[src/rtl/riscv_pkg.sv]
// rtl/riscv_pkg.sv - shared opcodes, nop word and fetch-stage types
package riscv_pkg;

  localparam logic [6:0] OP_R      = 7'b0110011;
  localparam logic [6:0] OP_I      = 7'b0010011;
  localparam logic [6:0] OP_BRANCH = 7'b1100011;
  localparam logic [6:0] OP_LOAD   = 7'b0000011;
  localparam logic [6:0] OP_STORE  = 7'b0100011;
  localparam logic [6:0] OP_LUI    = 7'b0110111;
  localparam logic [6:0] OP_AUIPC  = 7'b0010111;
  localparam logic [6:0] OP_JAL    = 7'b1101111;
  localparam logic [6:0] OP_JALR   = 7'b1100111;
  localparam logic [6:0] OP_NOP    = 7'b0000000;

  // Empty decode slots carry this word; the control decoder treats it as a nop.
  localparam logic [31:0] NOP_INSTR = 32'h0000_0000;

  typedef enum logic [1:0] {
    S_BOOT,
    S_FETCH,
    S_DROP
  } fetch_state_t;

  typedef struct packed {
    logic [31:0] pc;
    logic [31:0] instr;
  } fetch_entry_t;

endpackage

[src/rtl/fetch_fifo.sv]
// rtl/fetch_fifo.sv - small instruction buffer holding {pc, instr} pairs
module fetch_fifo
  import riscv_pkg::*;
#(
  parameter int DEPTH = 2
) (
  input  logic                         clk,
  input  logic                         rst_n,
  input  logic                         push,
  input  fetch_entry_t                 push_data,
  input  logic                         pop,
  input  logic                         flush,
  output logic [$clog2(DEPTH+1)-1:0]   count,
  output logic                         head_valid,
  output fetch_entry_t                 head_data
);

  localparam int AW = $clog2(DEPTH);
  localparam int CW = $clog2(DEPTH + 1);

  fetch_entry_t  mem [DEPTH];
  logic [AW-1:0] wr_ptr;
  logic [AW-1:0] rd_ptr;
  logic          do_pop;

  assign head_valid = (count != '0);
  assign do_pop     = pop && head_valid;
  // Head is read straight from the storage registers, never from the push path.
  assign head_data  = mem[rd_ptr];

  // Pointer and occupancy update; flush empties the buffer and wins over push/pop.
  always_ff @(posedge clk or negedge rst_n) begin
    if (!rst_n) begin
      wr_ptr <= '0;
      rd_ptr <= '0;
      count  <= '0;
    end else if (flush) begin
      wr_ptr <= '0;
      rd_ptr <= '0;
      count  <= '0;
    end else begin
      if (push)   wr_ptr <= wr_ptr + 1'b1;
      if (do_pop) rd_ptr <= rd_ptr + 1'b1;
      count <= count + CW'(push) - CW'(do_pop);
    end
  end

  // Entry storage; contents are only observable once counted as valid.
  always_ff @(posedge clk) begin
    if (push && !flush) mem[wr_ptr] <= push_data;
  end

endmodule

[src/rtl/fetch_unit.sv]
// rtl/fetch_unit.sv - PC, request issue, response drop and decode hand-off
module fetch_unit
  import riscv_pkg::*;
#(
  parameter logic [31:0] RESET_PC = 32'h0000_0000,
  parameter int          DEPTH    = 2
) (
  input  logic        clk,
  input  logic        rst_n,
  output logic        imem_req,
  output logic [31:0] imem_addr,
  input  logic        imem_ready,
  input  logic        imem_rvalid,
  input  logic [31:0] imem_rdata,
  input  logic        redirect,
  input  logic [31:0] redirect_pc,
  input  logic        stall,
  output logic        id_valid,
  output logic [31:0] id_instr,
  output logic [31:0] id_pc
);

  localparam int CW = $clog2(DEPTH + 1);
  localparam int AW = $clog2(DEPTH);

  fetch_state_t  state;
  fetch_state_t  state_nxt;
  logic [31:0]   pc;
  logic [CW-1:0] outst;
  logic [CW-1:0] drop_cnt;
  logic [CW-1:0] fifo_count;
  logic [31:0]   pq_mem [DEPTH];
  logic [AW-1:0] pq_wr;
  logic [AW-1:0] pq_rd;
  logic          head_valid;
  fetch_entry_t  head_data;
  fetch_entry_t  push_data;
  logic [CW:0]   used;
  logic          credit;
  logic          pop;
  logic          push;
  logic          accept;

  // Outstanding requests plus buffered words must stay below DEPTH after this cycle's pop.
  assign pop    = head_valid && !stall;
  assign used   = {1'b0, outst} + {1'b0, fifo_count} - (CW+1)'(pop);
  assign credit = used < (CW+1)'(DEPTH);
  assign accept = imem_req && imem_ready;
  // A response landing in a redirect cycle belongs to the old path and is dropped.
  assign push   = imem_rvalid && (drop_cnt == '0) && !redirect;

  assign push_data.pc    = pq_mem[pq_rd];
  assign push_data.instr = imem_rdata;
  assign imem_addr       = pc;

  assign id_valid = head_valid;
  assign id_instr = head_valid ? head_data.instr : NOP_INSTR;
  assign id_pc    = head_valid ? head_data.pc : 32'h0;

  fetch_fifo #(.DEPTH(DEPTH)) u_fifo (
    .clk        (clk),
    .rst_n      (rst_n),
    .push       (push),
    .push_data  (push_data),
    .pop        (pop),
    .flush      (redirect),
    .count      (fifo_count),
    .head_valid (head_valid),
    .head_data  (head_data)
  );

  // State register.
  always_ff @(posedge clk or negedge rst_n) begin
    if (!rst_n) state <= S_BOOT;
    else        state <= state_nxt;
  end

  // Next state: boot lasts one cycle; a redirect with requests in flight enters the drop phase.
  always_comb begin
    state_nxt = state;
    case (state)
      S_BOOT:  state_nxt = S_FETCH;
      S_FETCH: if (redirect && (outst != '0)) state_nxt = S_DROP;
      S_DROP: begin
        if (redirect && (outst != '0)) state_nxt = S_DROP;
        else if (drop_cnt == '0)       state_nxt = S_FETCH;
      end
      default: state_nxt = S_BOOT;
    endcase
  end

  // Request issue; the redirect gate keeps the stale PC from ever going out.
  always_comb begin
    imem_req = 1'b0;
    if (state != S_BOOT) imem_req = credit && !redirect;
  end

  // PC, in-flight count and drop count.
  always_ff @(posedge clk or negedge rst_n) begin
    if (!rst_n) begin
      pc       <= RESET_PC;
      outst    <= '0;
      drop_cnt <= '0;
    end else begin
      outst <= outst + CW'(accept) - CW'(imem_rvalid);
      if (redirect) begin
        pc       <= redirect_pc & 32'hFFFF_FFFC;
        drop_cnt <= outst - CW'(imem_rvalid);
      end else begin
        if (accept) pc <= pc + 32'd4;
        if (imem_rvalid && (drop_cnt != '0)) drop_cnt <= drop_cnt - 1'b1;
      end
    end
  end

  // Request-PC queue pointers; responses come back in order so a ring suffices.
  always_ff @(posedge clk or negedge rst_n) begin
    if (!rst_n) begin
      pq_wr <= '0;
      pq_rd <= '0;
    end else begin
      if (accept)      pq_wr <= pq_wr + 1'b1;
      if (imem_rvalid) pq_rd <= pq_rd + 1'b1;
    end
  end

  // Request-PC queue storage.
  always_ff @(posedge clk) begin
    if (accept) pq_mem[pq_wr] <= pc;
  end

endmodule

[config.mk]
export PLATFORM = sky130hd
export DESIGN_NAME = fetch_unit
export DESIGN_NICKNAME = d
export VERILOG_FILES = /design/src/rtl/riscv_pkg.sv /design/src/rtl/fetch_fifo.sv /design/src/rtl/fetch_unit.sv
export SDC_FILE = /design/constraint.sdc
export NUM_CORES = 1
export LEC_CHECK = 0
export CORE_UTILIZATION = 30
export DETAILED_ROUTE_END_ITERATION = 10
export DONT_BUFFER_PORTS = 1
export GPL_ROUTABILITY_DRIVEN = 0
export GPL_TIMING_DRIVEN = 1
export MAX_ROUTING_LAYER = met4
export PLACE_DENSITY_LB_ADDON = 0.12
export SLEW_MARGIN = 20
export SYNTH_ARGS = -nofsm -noshare
export SYNTH_HDL_FRONTEND = slang
export SYNTH_SLANG_ARGS = --single-unit
[constraint.sdc]
create_clock -name clk -period 6.3 [get_ports clk]
set_input_delay 1.575 -clock clk [delete_from_list [all_inputs] [get_ports clk]]
set_output_delay 1.575 -clock clk [all_outputs]
set_load 0.05 [all_outputs]
[Yosys cells after proc, flatten, opt, wreduce, memory -nomap -nowiden]
Memory sizes are Yosys's and may differ from the RTL's.
Cells that the tools add are included.
Cells by class
  $lt $le $gt $ge: 1
  add/subtract/negate cells: 13
  eq/ne operators: 4
  reductions and logical operators: 22
  muxes and demuxes: 20
Operator list (count)
  $mux 32: 4
  $add 32x3->32 const B: 1
  $reduce_bool 2->1: 8
  $mux 2: 6
  $logic_and 1x1->1: 9
  $mux 1: 9
  $pmux 2 s3: 1
  $sub 2x1->2: 3
  $add 1x1->1 const B: 4
  $add 2x1->2: 2
  $logic_not 2->1: 2
  $add 2x2->3: 1
  $lt 3x2->1 const B: 1
  $ne 3x3->1 const B: 1
  $sub 3x1->3: 1
  $eq 2x1->1 const B: 1
  $eq 2x2->1 const B: 1
  $logic_not 1->1: 2
  $ne 2x2->1 const B: 1
  $reduce_and 2->1: 1
  $sub 2x1->2 const B: 1
Storage, ports and cells
  word-level logic and storage cells: 71
  register bits after elaboration: 44
  memories: 2
  bits in writable memories: 192
Memory list
  u_fifo.mem: depth 2, width 64, read ports 1, clocked after Yosys merged registers in 0, write ports 1, line fetch_fifo.sv:21  | fetch_entry_t mem [DEPTH];
  pq_mem: depth 2, width 32, read ports 1, clocked after Yosys merged registers in 0, write ports 1, line fetch_unit.sv:32  | logic [31:0] pq_mem [DEPTH];

[Longest topological paths before layout]
Gate-level depths: netlist (run 1).
  depth in word-level cells: 9
  mapped depth: 14
  depth with buffers taken out: 13

[By module]
From an unflattened synthesis (run 1), not the netlist that was laid out.
Unflattened totals
  cell total of the unflattened synthesis: 656
  area, all modules: 9836.9 sq um
By module, submodules not included
  fetch_unit: times used 1, cells each 437, area an instance 4977.3 sq um, seq. area each 2752.6 sq um
  fetch_fifo: times used 1, cells each 219, area an instance 4859.7 sq um, seq. area each 3943.8 sq um

[Worst setup path before layout (run 1)]
OpenSTA, ideal clock, no wires.
  path type: input -> register
  start point: in redirect
  end point: mem u_fifo.mem[0][0] (netlist bit), enable pin
  path slack: -0.490 ns
  data required time: 5.741 ns
  stages: 3
  data arrival time: 6.232 ns
  path buffers: 2
  cell sequence: clkbuf_1 -> clkbuf_1 -> nor3_1
Between the ends
  word-level cells in the longest chain between the ends: 5
Ends and longest elaborated chain
  start: declaration: line fetch_unit.sv:15  | input logic redirect,
  $logic_not 1->1 (*): line fetch_fifo.sv:50, fetch_unit.sv:50
  $logic_and 1x1->1: line fetch_unit.sv:50  | assign push = imem_rvalid && (drop_cnt == '0) && !redirect;
  $logic_and 1x1->1 (*): line fetch_fifo.sv:50  | if (push && !flush) mem[wr_ptr] <= push_data;
  $mux 1 (*): line fetch_fifo.sv:50
  $mux 1 (implied by the code) (*): line fetch_fifo.sv:50
  end: declaration: line fetch_fifo.sv:21
Mark *: on every way between the ends. The rest lies on a longest branch, timed or not.

[Worst setup path after layout (run 1)]
  start point: in stall
  end point: out imem_req
Between the ends
  word-level cells in the longest chain between the ends: 6
Ends and longest elaborated chain
  start: declaration: line fetch_unit.sv:17  | input logic stall,
  $logic_not 1->1: line fetch_unit.sv:45  | assign pop = head_valid && !stall;
  $logic_and 1x1->1: line fetch_unit.sv:45
  $sub 3x1->3: line fetch_unit.sv:46  | assign used = {1'b0, outst} + {1'b0, fifo_count} - (CW+1)'(pop);
  $lt 3x2->1: line fetch_unit.sv:47  | assign credit = used < (CW+1)'(DEPTH);
  $logic_and 1x1->1: line fetch_unit.sv:95  | if (state != S_BOOT) imem_req = credit && !redirect;
  $mux 1: line fetch_unit.sv:95
  end: declaration: line fetch_unit.sv:10  | output logic imem_req,
Every way passes these cells.

==> results.yml, run 1 <==
logic_synthesis:
  postSynth.topFlopCell: "sky130_fd_sc_hd__edfxtp_1"
  netlist_top_cells_area: "sky130_fd_sc_hd__edfxtp_1 (60%), sky130_fd_sc_hd__dfrtp_1 (11%), sky130_fd_sc_hd__mux2i_1 (6.8%)"
  synth_sequential_area_ratio_pct: 71.0
  yosys.cell_types.count: 41
  synth_largest_area_cell: "sky130_fd_sc_hd__edfxtp_1"
  cell_with_the_most_instances_after_synthesis: "sky130_fd_sc_hd__edfxtp_1"
  post_synthesis_instance_area_sq_um: 9270
  synth_top_cells_by_count: "sky130_fd_sc_hd__edfxtp_1 (184), sky130_fd_sc_hd__nor2_1 (76), sky130_fd_sc_hd__mux2i_1 (63)"
  yosysTopAreaCellShare_pct: 59.6
  synth_edf_count: 184
  postSynthAreaPerCell_sq_um: 14.9
  yosys_warnings: 0
  postSynth.asyncResetShare_pct: 18.6
  synthesis.instances: 622
  synth.ff_latch_count: 226
setup_path:
  timing.critical_path.arrival_ns: 3.50
  r2r_setup_slack_ns: 2.74
  number_of_cells_on_the_worst_reg_to_reg_path: 9
  rr_endpoint: "pq_mem[0][18]"
  critPathKind: "in -> out"
  critical_path_data_required_time_ns: 4.72
  worst-path-max-fanout: 10
  crit-reg2reg-launch: "u_fifo.count[1]"
  worst_setup_path_start_kind: "primary input"
  crit_path_end_kind: "output pin"
cells_and_area:
  antenna_cells: 0
  final-seq-area_sq_um: 6580
  areaGrowthSynthToFinish_pct: 14.2
  count_of_placed_standard_cells_in_the_final_layout_fillers_left_out: 1037
  fillCellCount: 2861
  drive_gt1_share_pct: 13.9
  multi_input_area_sq_um: 2570
  num-nets-final: 708
place:
  dp.cells: 991
  numPortBuffers: 0
  dp_hpwl_um: 12500
timing:
  unrepaired_setup_endpoints_after_global_routing: "false"
  normalized_max_slew_margin_pct: 27.1
  finalMaxSlewViolations: 0
  fmax_mhz: 197
  fraction_of_the_cycle_the_final_worst_path_needs_pct: 80.6
  worst-slew-pin-transition_ns: 1.09
  worst_clock_skew_ns: 0.0127
  setup-tns-final_ns: 0
  final_setup_viols: 0
  timing.final.hold_violations: 0
  layout_min_cycle_time_ns: 5.08
run:
  maxCapViolCount: 0
run_status:
  outcome: "finished clean"
global_route:
  grt_pass1_vias: 4999
  wire_length_of_the_first_global_routing_pass_um: 29200
  global_route.overflow_total: 0
  grt_antenna_before_repair: 0
  grt_util_all_layers_pct: 12.8
  grt_max_degree: 75
floorplan:
  fp.coreArea_sq_um: 30000
  fp.dieH_um: 178
  core.rowCount: 63
  die_width_um: 178
  starting_utilization_of_the_core_area_pct: 30.9
  design.die.area_sq_um: 31600
  pin_count: 168
hold_path:
  whs_path_depth: 1
  min-delay-path-class: "reg -> reg"
  worst_hold_startpoint: "pq_rd"
  whs_endpoint: "pq_rd"
route:
  dr.pass1.iters: 5
  vias: 4845
  routed_wirelength_um: 19700
  detail_route.vias_per_cell: 4.67
  remaining_drc_errors: 0
  wire_per_inst_um: 19.0
  detailedRoute.firstIterationViolations: 179
  antenna_left: 0
clocking:
  cts_tree: "yes"
  cts.hold.buffers_added: 0
  cts.repair.resized: 0
  clock_network_latency_to_the_later_pin_of_the_worst_skew_pair_ns: 0.53
  cts_max_level: 1
  cts.sinks: 226
  setup_fix_buffers_added_after_clock_tree_synthesis: 0
  clockRootBuffer: "sky130_fd_sc_hd__clkbuf_16"
  numCtsBuffers: 25
  cts-root-to-sink-buffers: 3
  clock_slew_at_the_register_clock_pins_of_the_worst_setup_and_hold_paths_ns: 0.06
pwr:
  power_leakage_nw: 3.50
  power_density_nw_per_um2: 511
  total_power_mw: 5.41
  peakVddDrop_v: 0.000385
==> cells by family (layout without fill, tap and decap cells) <==
| kind of cell | Yosys count | after routing | synth area share (%) |
|---|---|---|---|
| fa+ha+maj | 10 | 10 | 1.43 |
| other cells | 1 | 4 | 0.0405 |
| mux | 93 | 93 | 10.5 |
| buf+inv | 40 | 62 | 1.84 |
| simple gates | 173 | 173 | 9.05 |
| compound gates | 40 | 40 | 2.46 |
| flops | 226 | 226 | 71.0 |
| xor+xnor | 39 | 39 | 3.77 |
==> metrics by stage <==
| step | hold WS, ns | setup slack [ns] | util, % | cell area, sq um |
|---|---|---|---|---|
| after global placement | 0.461 | 1.22 | 32.4 | 9720 |
| after CTS | 0.469 | 1.20 | 35.2 | 10600 |
| after floorplan | 0.468 | 0.794 | - | 9280 |
| final | 0.468 | 1.22 | 35.2 | 10600 |
| after detailed placement | 0.458 | 1.19 | 32.4 | 9720 |
| after global routing | 0.497 | 1.08 | 35.2 | 10600 |
==> final cells by class <==
class	count	area share [%]
clock buffers	30	6.09
clock inverters	16	2.03
inverters	11	0.390
multi-input cells	359	24.3
flip-flops and latches	226	62.2
well taps	390	4.61
repair buffers	5	0.355
==> how the worst max path moves through the flow <==
stage                      from  endpoint  slack [ns]  cells past startpoint
after detailed placement  stall  imem_req        1.19                      8
final                     stall  imem_req        1.22                      8
after floorplan           stall  imem_req        0.79                      7
after global routing      stall  imem_req        1.08                      8
after CTS                 stall  imem_req        1.20                      8
after global placement    stall  imem_req        1.22                      8
==> worst max-delay path, cell delays in order <==
cell	delay, ns
sky130_fd_sc_hd__nor2_1	0.21
sky130_fd_sc_hd__ha_1	0.28
sky130_fd_sc_hd__inv_1	0.08
sky130_fd_sc_hd__nand2_1	0.06
sky130_fd_sc_hd__fa_1	0.40
sky130_fd_sc_hd__xnor2_2	0.56
sky130_fd_sc_hd__nor3_2	0.10
sky130_fd_sc_hd__buf_4	0.21
==> power breakdown <==
part,total [mW],internal [mW],switching [mW]
registers,2.09,1.84,0.251
logic,1.81,0.407,1.40
clock network,1.51,0.935,0.574
total,5.41,3.18,2.23
==> routing by layer <==
layer,vias up,track usage [%],share of wire [%]
li1,2267,-,-
met1,2380,14.2,39
met2,159,21.1,48
met3,39,5.38,11
met4,0,3.28,1.8
met5,-,-,0
==> placed cells by master (no fill, tap or decap), types with 2 or more instances in the layout <==
master,count
sky130_fd_sc_hd__edfxtp_1,184
sky130_fd_sc_hd__nor2_1,73
sky130_fd_sc_hd__mux2i_1,63
sky130_fd_sc_hd__nand2_1,42
sky130_fd_sc_hd__dfrtp_1,41
sky130_fd_sc_hd__mux2_2,30
sky130_fd_sc_hd__o21ai_0,28
sky130_fd_sc_hd__clkbuf_16,25
sky130_fd_sc_hd__xor2_1,24
sky130_fd_sc_hd__xnor2_1,14
sky130_fd_sc_hd__nand3_1,13
sky130_fd_sc_hd__inv_1,11
sky130_fd_sc_hd__nand4_1,10
sky130_fd_sc_hd__ha_1,9
sky130_fd_sc_hd__nor3_1,5
sky130_fd_sc_hd__o21ai_1,5
sky130_fd_sc_hd__bufinv_16,5
sky130_fd_sc_hd__clkinv_2,5
sky130_fd_sc_hd__clkbuf_1,5
sky130_fd_sc_hd__buf_4,5
sky130_fd_sc_hd__and3_1,4
sky130_fd_sc_hd__and2_1,4
sky130_fd_sc_hd__conb_1,4
sky130_fd_sc_hd__nor2_4,3
sky130_fd_sc_hd__and4_1,3
sky130_fd_sc_hd__nor4_4,3
sky130_fd_sc_hd__nor3_2,2
sky130_fd_sc_hd__nor2b_1,2
sky130_fd_sc_hd__a21oi_1,2
sky130_fd_sc_hd__clkinvlp_4,2
sky130_fd_sc_hd__clkinv_1,2
==> state kept, by name, summed over array words and instances (netlist names) <==
name           cells
imem_addr         30
pq_mem            60
outst              2
drop_cnt           2
u_fifo.rd_ptr      1
pq_wr              1
pq_rd              1
u_fifo.wr_ptr      1
state              2
u_fifo.count       2
u_fifo.mem       124
Note: power is estimated with default switching activity, not from simulation.
==> run 2, diff against run 1 <==
==> constraint.sdc (replaced) <==
create_clock -name clk -period 4.2 [get_ports clk]
set_input_delay 1.05 -clock clk [delete_from_list [all_inputs] [get_ports clk]]
set_output_delay 1.05 -clock clk [all_outputs]
set_load 0.05 [all_outputs]
==> results.yml, run 2 (synthesis results as in run 1) <==
setup_path:
  r2r_setup_slack_ns: 0.97
  crit_family: "adder cells"
  number_of_cells_on_the_worst_reg_to_reg_path: 13
  crit_path_end_kind: "output pin"
  critical_path_data_required_time_ns: 3.15
  timing.critical_path.cells: "nor2_1 -> ha_1 -> inv_1 -> nand2_1 -> fa_1 -> o21ai_0 -> nor3_2 -> buf_4"
  worst_path_largest_cell_delay_ns: 0.56
  crit-reg2reg-launch: "u_fifo.count[1]"
  timing.critical_path.arrival_ns: 2.74
  critPathKind: "in -> out"
  rr_endpoint: "outst[1]"
  worst-path-max-fanout: 3
  cpMaxStageDelayCell: "sky130_fd_sc_hd__fa_1"
  worst_setup_path_start_kind: "primary input"
  critical_path_buf_inv_count: 2
timing:
  worst-slew-pin-transition_ns: 0.977
  normalized_max_slew_margin_pct: 34.7
  finalMaxSlewViolations: 0
  worst_clock_skew_ns: 0.0180
  fmax_mhz: 264
  final_setup_viols: 0
  final_critical_path_setup_slack_ns: 0.415
  layout_min_cycle_time_ns: 3.79
  timing.final.hold_violations: 0
  unrepaired_setup_endpoints_after_global_routing: "false"
  fraction_of_the_cycle_the_final_worst_path_needs_pct: 90.1
route:
  detail_route.vias_per_cell: 4.61
  dr.pass1.iters: 4
  antenna_left: 0
  vias: 4921
  wire_per_inst_um: 18.8
  remaining_drc_errors: 0
  detailedRoute.firstIterationViolations: 234
  routed_wirelength_um: 20100
pwr:
  power.sequential.fraction_pct: 36.0
  power_leakage_nw: 3.70
  share_clk_of_total_power_pct: 28.9
  power_switching_mw: 3.40
  cellInternalPower_mw: 5.10
  peakVddDrop_v: 0.000422
  combPwrFrac_pct: 35.1
  p_sw_share_pct: 40.0
  total_power_mw: 8.50
  power_density_nw_per_um2: 777
global_route:
  grt_pass1_vias: 5050
  wire_length_of_the_first_global_routing_pass_um: 30400
  global_route.overflow_total: 0
  grt_antenna_before_repair: 2
  grt_max_degree: 75
  grt_util_all_layers_pct: 13.1
place:
  pre_cts_slack_ns: 0.380
  dp_hpwl_um: 13000
  place_area_sq_um: 9980
  numPortBuffers: 0
  dp.cells: 1019
clocking:
  clock_slew_at_the_register_clock_pins_of_the_worst_setup_and_hold_paths_ns: 0.06
  cts_max_level: 1
  cts-root-to-sink-buffers: 3
  cts.sinks: 226
  setup_fix_buffers_added_after_clock_tree_synthesis: 0
  numCtsBuffers: 26
  clockRootBuffer: "sky130_fd_sc_hd__clkbuf_16"
  clock_network_latency_to_the_later_pin_of_the_worst_skew_pair_ns: 0.54
  cts.hold.buffers_added: 0
  cts.repair.resized: 0
  cts_tree: "yes"
hold_path:
  min-delay-path-class: "in -> async"
cells_and_area:
  drive_gt1_share_pct: 17.5
  areaGrowthSynthToFinish_pct: 17.9
  layout.cell_area.non_filler_sq_um: 10900
  registers.top_by_ff_count: "u_fifo.mem"
  count_of_placed_standard_cells_in_the_final_layout_fillers_left_out: 1068
  layout.core_utilization_pct: 36.4
  final_common_cell: "sky130_fd_sc_hd__edfxtp_1"
  num-nets-final: 737
  largest_reg_flops: 124
  mostFrequentLayoutCells: "sky130_fd_sc_hd__edfxtp_1 (184), sky130_fd_sc_hd__nor2_1 (73), sky130_fd_sc_hd__mux2i_1 (63)"
floorplan:
  pin_count: 168
  fp.coreArea_sq_um: 30000
  die_width_um: 178
  design.die.area_sq_um: 31600
  core.rowCount: 63
  starting_utilization_of_the_core_area_pct: 30.9
  fp.dieH_um: 178
run:
  maxCapViolCount: 0
run_status:
  outcome: "finished clean"
## run 2: cell types whose count changed in the layout (fill, tap and decap cells not counted), sizes merged
| cell | change |
|---|---|
| buf | +28 |
| bufinv | +2 |
| diode | +2 |
| clkinv | +1 |
| clkinvlp | -1 |
| inv | -1 |
## run 2: how the worst max path moves through the flow
stage	from	to	slack, ns	depth (start not counted)
2_1_floorplan	stall	pq_mem[1][10]	-0.29	9
3_3_place_gp	stall	outst[1]	0.38	12
3_5_place_dp	stall	outst[1]	0.38	12
4_1_cts	stall	imem_req	0.41	8
5_1_grt	stall	imem_req	0.32	8
6_report	stall	imem_req	0.41	8
## run 2: per-layer routing
layer | part of all wire [%] | GRT usage, % | vias up
met1 | 40 | 15.0 | 2401
met5 | 0 | - | -
met4 | 2.2 | 3.35 | 0
li1 | - | - | 2329
met3 | 9.2 | 4.69 | 35
met2 | 49 | 21.7 | 156
## run 2: power groups by stage
stage | sequential [mW] | clock, mW | combinational [mW]
CTS | 3.06 | 2.53 | 3.06
global route | 3.09 | 2.62 | 3.20
finish | 3.06 | 2.46 | 2.98
detailed placement | 3.11 | 0 | 3.06
floorplan | 3.04 | 0 | 2.42
global placement | 3.10 | 0 | 3.01
## run 2: worst register-to-register path, cell delays in order (launching register included)
cell and delay [ns]:
sky130_fd_sc_hd__dfrtp_1 0.43, sky130_fd_sc_hd__nor2_4 0.04, sky130_fd_sc_hd__nor2_1 0.20, sky130_fd_sc_hd__ha_1 0.28, sky130_fd_sc_hd__inv_1 0.08, sky130_fd_sc_hd__nand2_1 0.06
sky130_fd_sc_hd__fa_1 0.56, sky130_fd_sc_hd__o211ai_4 0.18, sky130_fd_sc_hd__or3_1 0.48, sky130_fd_sc_hd__ha_1 0.33, sky130_fd_sc_hd__inv_1 0.04, sky130_fd_sc_hd__ha_1 0.17
sky130_fd_sc_hd__xnor2_1 0.13, sky130_fd_sc_hd__xnor2_1 0.12
## run 2: final cells by class
cell class	count	area (sq um)
clock buffer	30	666
inverter	11	41.3
fill	2841	19100
sequential	226	6580
multi-input combinational	359	2570
timing repair buffer	33	298
antenna	2	5.00
clock inverter	17	277
tap	390	488
## run 2: stage by stage
step,hold WS (ns),TNS (ns)
global placement,0.457,0
detailed placement,0.478,0
floorplan,0.468,-17.44
global route,0.165,0
finish,0.208,0
CTS,0.174,0
==> run 3, diff against run 2 <==
--- a/config.mk
+++ b/config.mk
@@ -5,7 +5,9 @@
 export SDC_FILE = /design/constraint.sdc
 export NUM_CORES = 1
 export LEC_CHECK = 0
+export ABC_AREA = 1
 export CORE_UTILIZATION = 30
+export CTS_CLUSTER_DIAMETER = 150
 export DETAILED_ROUTE_END_ITERATION = 10
 export DONT_BUFFER_PORTS = 1
 export GPL_ROUTABILITY_DRIVEN = 0
==> results.yml, run 3 <==
logic_synthesis:
  postSynth.asyncResetShare_pct: 18.6
  yosys_warnings: 0
  synthesis.instances: 870
  synth_edf_count: 184
  postSynthAreaPerCell_sq_um: 11.2
  yosys.cell_types.count: 29
  synth_top_cells_by_count: "sky130_fd_sc_hd__nand2_1 (287), sky130_fd_sc_hd__edfxtp_1 (184), sky130_fd_sc_hd__a21oi_1 (69)"
  postSynth.topFlopCell: "sky130_fd_sc_hd__edfxtp_1"
  cell_with_the_most_instances_after_synthesis: "sky130_fd_sc_hd__nand2_1"
  synth_largest_area_cell: "sky130_fd_sc_hd__edfxtp_1"
  netlist_top_cells_area: "sky130_fd_sc_hd__edfxtp_1 (57%), sky130_fd_sc_hd__nand2_1 (11%), sky130_fd_sc_hd__dfrtp_1 (11%)"
  post_synthesis_instance_area_sq_um: 9710
  synth.ff_latch_count: 226
  yosysTopAreaCellShare_pct: 56.9
  synth_sequential_area_ratio_pct: 67.7
global_route:
  grt_util_all_layers_pct: 14.9
  grt_max_degree: 65
  wire_length_of_the_first_global_routing_pass_um: 36300
  grt_antenna_before_repair: 0
  global_route.overflow_total: 0
  grt_pass1_vias: 5950
floorplan:
  pin_count: 168
  core.rowCount: 65
  fp.dieH_um: 182
  starting_utilization_of_the_core_area_pct: 30.6
  die_width_um: 182
  fp.coreArea_sq_um: 31700
  design.die.area_sq_um: 33100
route:
  dr.pass1.iters: 4
  antenna_left: 0
  wire_per_inst_um: 17.5
  vias: 6202
  detail_route.vias_per_cell: 4.55
  routed_wirelength_um: 23800
  detailedRoute.firstIterationViolations: 219
  remaining_drc_errors: 0
setup_path:
  critical_path_data_required_time_ns: 3.15
  cp_num_cells: 10
  worst-path-max-fanout: 4
  crit_family: "adder cells"
  critPathKind: "in -> out"
  crit-reg2reg-launch: "u_fifo.count[1]"
  timing.critical_path.arrival_ns: 2.69
  rr_endpoint: "outst[1]"
  crit_path_end_kind: "output pin"
  worst_setup_path_start_kind: "primary input"
  worst_path_largest_cell_delay_ns: 0.50
  critical_path_buf_inv_count: 3
  number_of_cells_on_the_worst_reg_to_reg_path: 13
  timing.critical_path.cells: "nor2_1 -> ha_1 -> inv_1 -> nand2_1 -> fa_1 -> nand2_2 -> nor2_4 -> nand2_1 -> inv_1 -> buf_4"
  r2r_setup_slack_ns: 1.14
  cpMaxStageDelayCell: "sky130_fd_sc_hd__fa_1"
pwr:
  combPwrFrac_pct: 35.6
  power.sequential.fraction_pct: 39.7
  p_sw_share_pct: 42.8
  power_switching_mw: 3.79
  cellInternalPower_mw: 5.07
  total_power_mw: 8.87
  share_clk_of_total_power_pct: 24.7
  peakVddDrop_v: 0.000614
  power_density_nw_per_um2: 769
  power_leakage_nw: 4.43
timing:
  worst-slew-pin-transition_ns: 0.890
  holdWs_ns: 0.210
  layout_min_cycle_time_ns: 3.74
  final_setup_viols: 0
  fmax_mhz: 267
  timing.final.hold_violations: 0
  unrepaired_setup_endpoints_after_global_routing: "false"
  fraction_of_the_cycle_the_final_worst_path_needs_pct: 89.1
  finalMaxSlewViolations: 0
  worst_clock_skew_ns: 0.00914
  normalized_max_slew_margin_pct: 40.7
clocking:
  numCtsBuffers: 27
  cts.repair.resized: 0
  cts_tree: "yes"
  cts-root-to-sink-buffers: 3
  clock_network_latency_to_the_later_pin_of_the_worst_skew_pair_ns: 0.53
  cts_max_level: 1
  clock_slew_at_the_register_clock_pins_of_the_worst_setup_and_hold_paths_ns: 0.06
  cts.hold.buffers_added: 0
  setup_fix_buffers_added_after_clock_tree_synthesis: 0
  cts.sinks: 226
  clockRootBuffer: "sky130_fd_sc_hd__clkbuf_16"
place:
  numPortBuffers: 0
  place_area_sq_um: 10700
  dp_hpwl_um: 15200
  dp.cells: 1315
run_status:
  outcome: "finished clean"
cells_and_area:
  antenna_cells: 0
  drive_gt1_share_pct: 17.0
  registers.top_by_ff_count: "u_fifo.mem"
  layout.cell_area.non_filler_sq_um: 11500
  num-nets-final: 1022
  final-seq-area_sq_um: 6580
  final_common_cell: "sky130_fd_sc_hd__nand2_1"
  mostFrequentLayoutCells: "sky130_fd_sc_hd__nand2_1 (287), sky130_fd_sc_hd__edfxtp_1 (184), sky130_fd_sc_hd__buf_4 (72)"
  fillCellCount: 3171
  areaGrowthSynthToFinish_pct: 18.7
  count_of_placed_standard_cells_in_the_final_layout_fillers_left_out: 1364
  multi_input_area_sq_um: 2770
  largest_reg_flops: 124
run:
  maxCapViolCount: 0
hold_path:
  min-delay-path-class: "in -> async"
-- run 3: changes by cell type after synthesis, moves of 16 or more --
| cell | change |
|---|---|
| sky130_fd_sc_hd__nand2_1 | +245 |
| sky130_fd_sc_hd__inv_1 | +42 |
| sky130_fd_sc_hd__nand3_1 | +53 |
| sky130_fd_sc_hd__o21ai_0 | -23 |
| sky130_fd_sc_hd__a21oi_1 | +67 |
| sky130_fd_sc_hd__nor2_1 | -35 |
| sky130_fd_sc_hd__mux2i_1 | -63 |
| sky130_fd_sc_hd__xor2_1 | -16 |
-- run 3: per-layer routing --
layer / part of all wire, % / wire length [um] / global-route usage, %
met5: 0 / 0 / -
met3: 6.0 / 1420 / 3.41
met1: 45 / 10800 / 18.9
met4: 2.3 / 537 / 3.83
met2: 47 / 11100 / 23.9
-- run 3: power groups by stage --
stage	Combinational (mW)	Clock [mW]	Sequential, mW
after global routing	3.45	2.35	3.57
after detailed placement	3.22	0	3.58
after global placement	3.21	0	3.57
final	3.16	2.19	3.52
after CTS	3.23	2.26	3.53
after floorplan	2.31	0	3.43
-- run 3: layout make-up --
| class | instances | area share (%) |
|---|---|---|
| sequential | 226 | 57.1 |
| multi-input combinational | 553 | 24.0 |
| clock buffer | 40 | 6.29 |
| timing repair buffer | 77 | 5.56 |
| tap | 402 | 4.36 |
| inverter | 57 | 1.86 |
| clock inverter | 9 | 0.858 |
-- run 3: through the flow --
stage	setup WS [ns]	util, %	setup TNS (ns)
after floorplan	-0.110	-	-6.60
after global placement	0.470	33.7	0
after detailed placement	0.449	33.7	0
after CTS	0.438	36.3	0
after global routing	0.267	36.3	0
final	0.456	36.3	0
-- run 3: cell families after synthesis --
| group | Yosys count | share of synthesized area, % |
|---|---|---|
| compound gates | 84 | 4.59 |
| fa+ha+maj | 10 | 1.37 |
| flops | 226 | 67.7 |
| simple gates | 411 | 17.4 |
| other cells | 1 | 0.0386 |
| mux | 30 | 3.48 |
| xor+xnor | 14 | 1.26 |
| buf+inv | 94 | 4.16 |
-- run 3: worst max-delay path by stage --
stage | start | endpoint | slack (ns)
after detailed placement | stall | imem_req | 0.45
after global placement | stall | imem_req | 0.47
after global routing | stall | imem_req | 0.27
final | stall | imem_req | 0.46
after floorplan | stall | pq_mem[0][10] | -0.11
after CTS | stall | imem_req | 0.44
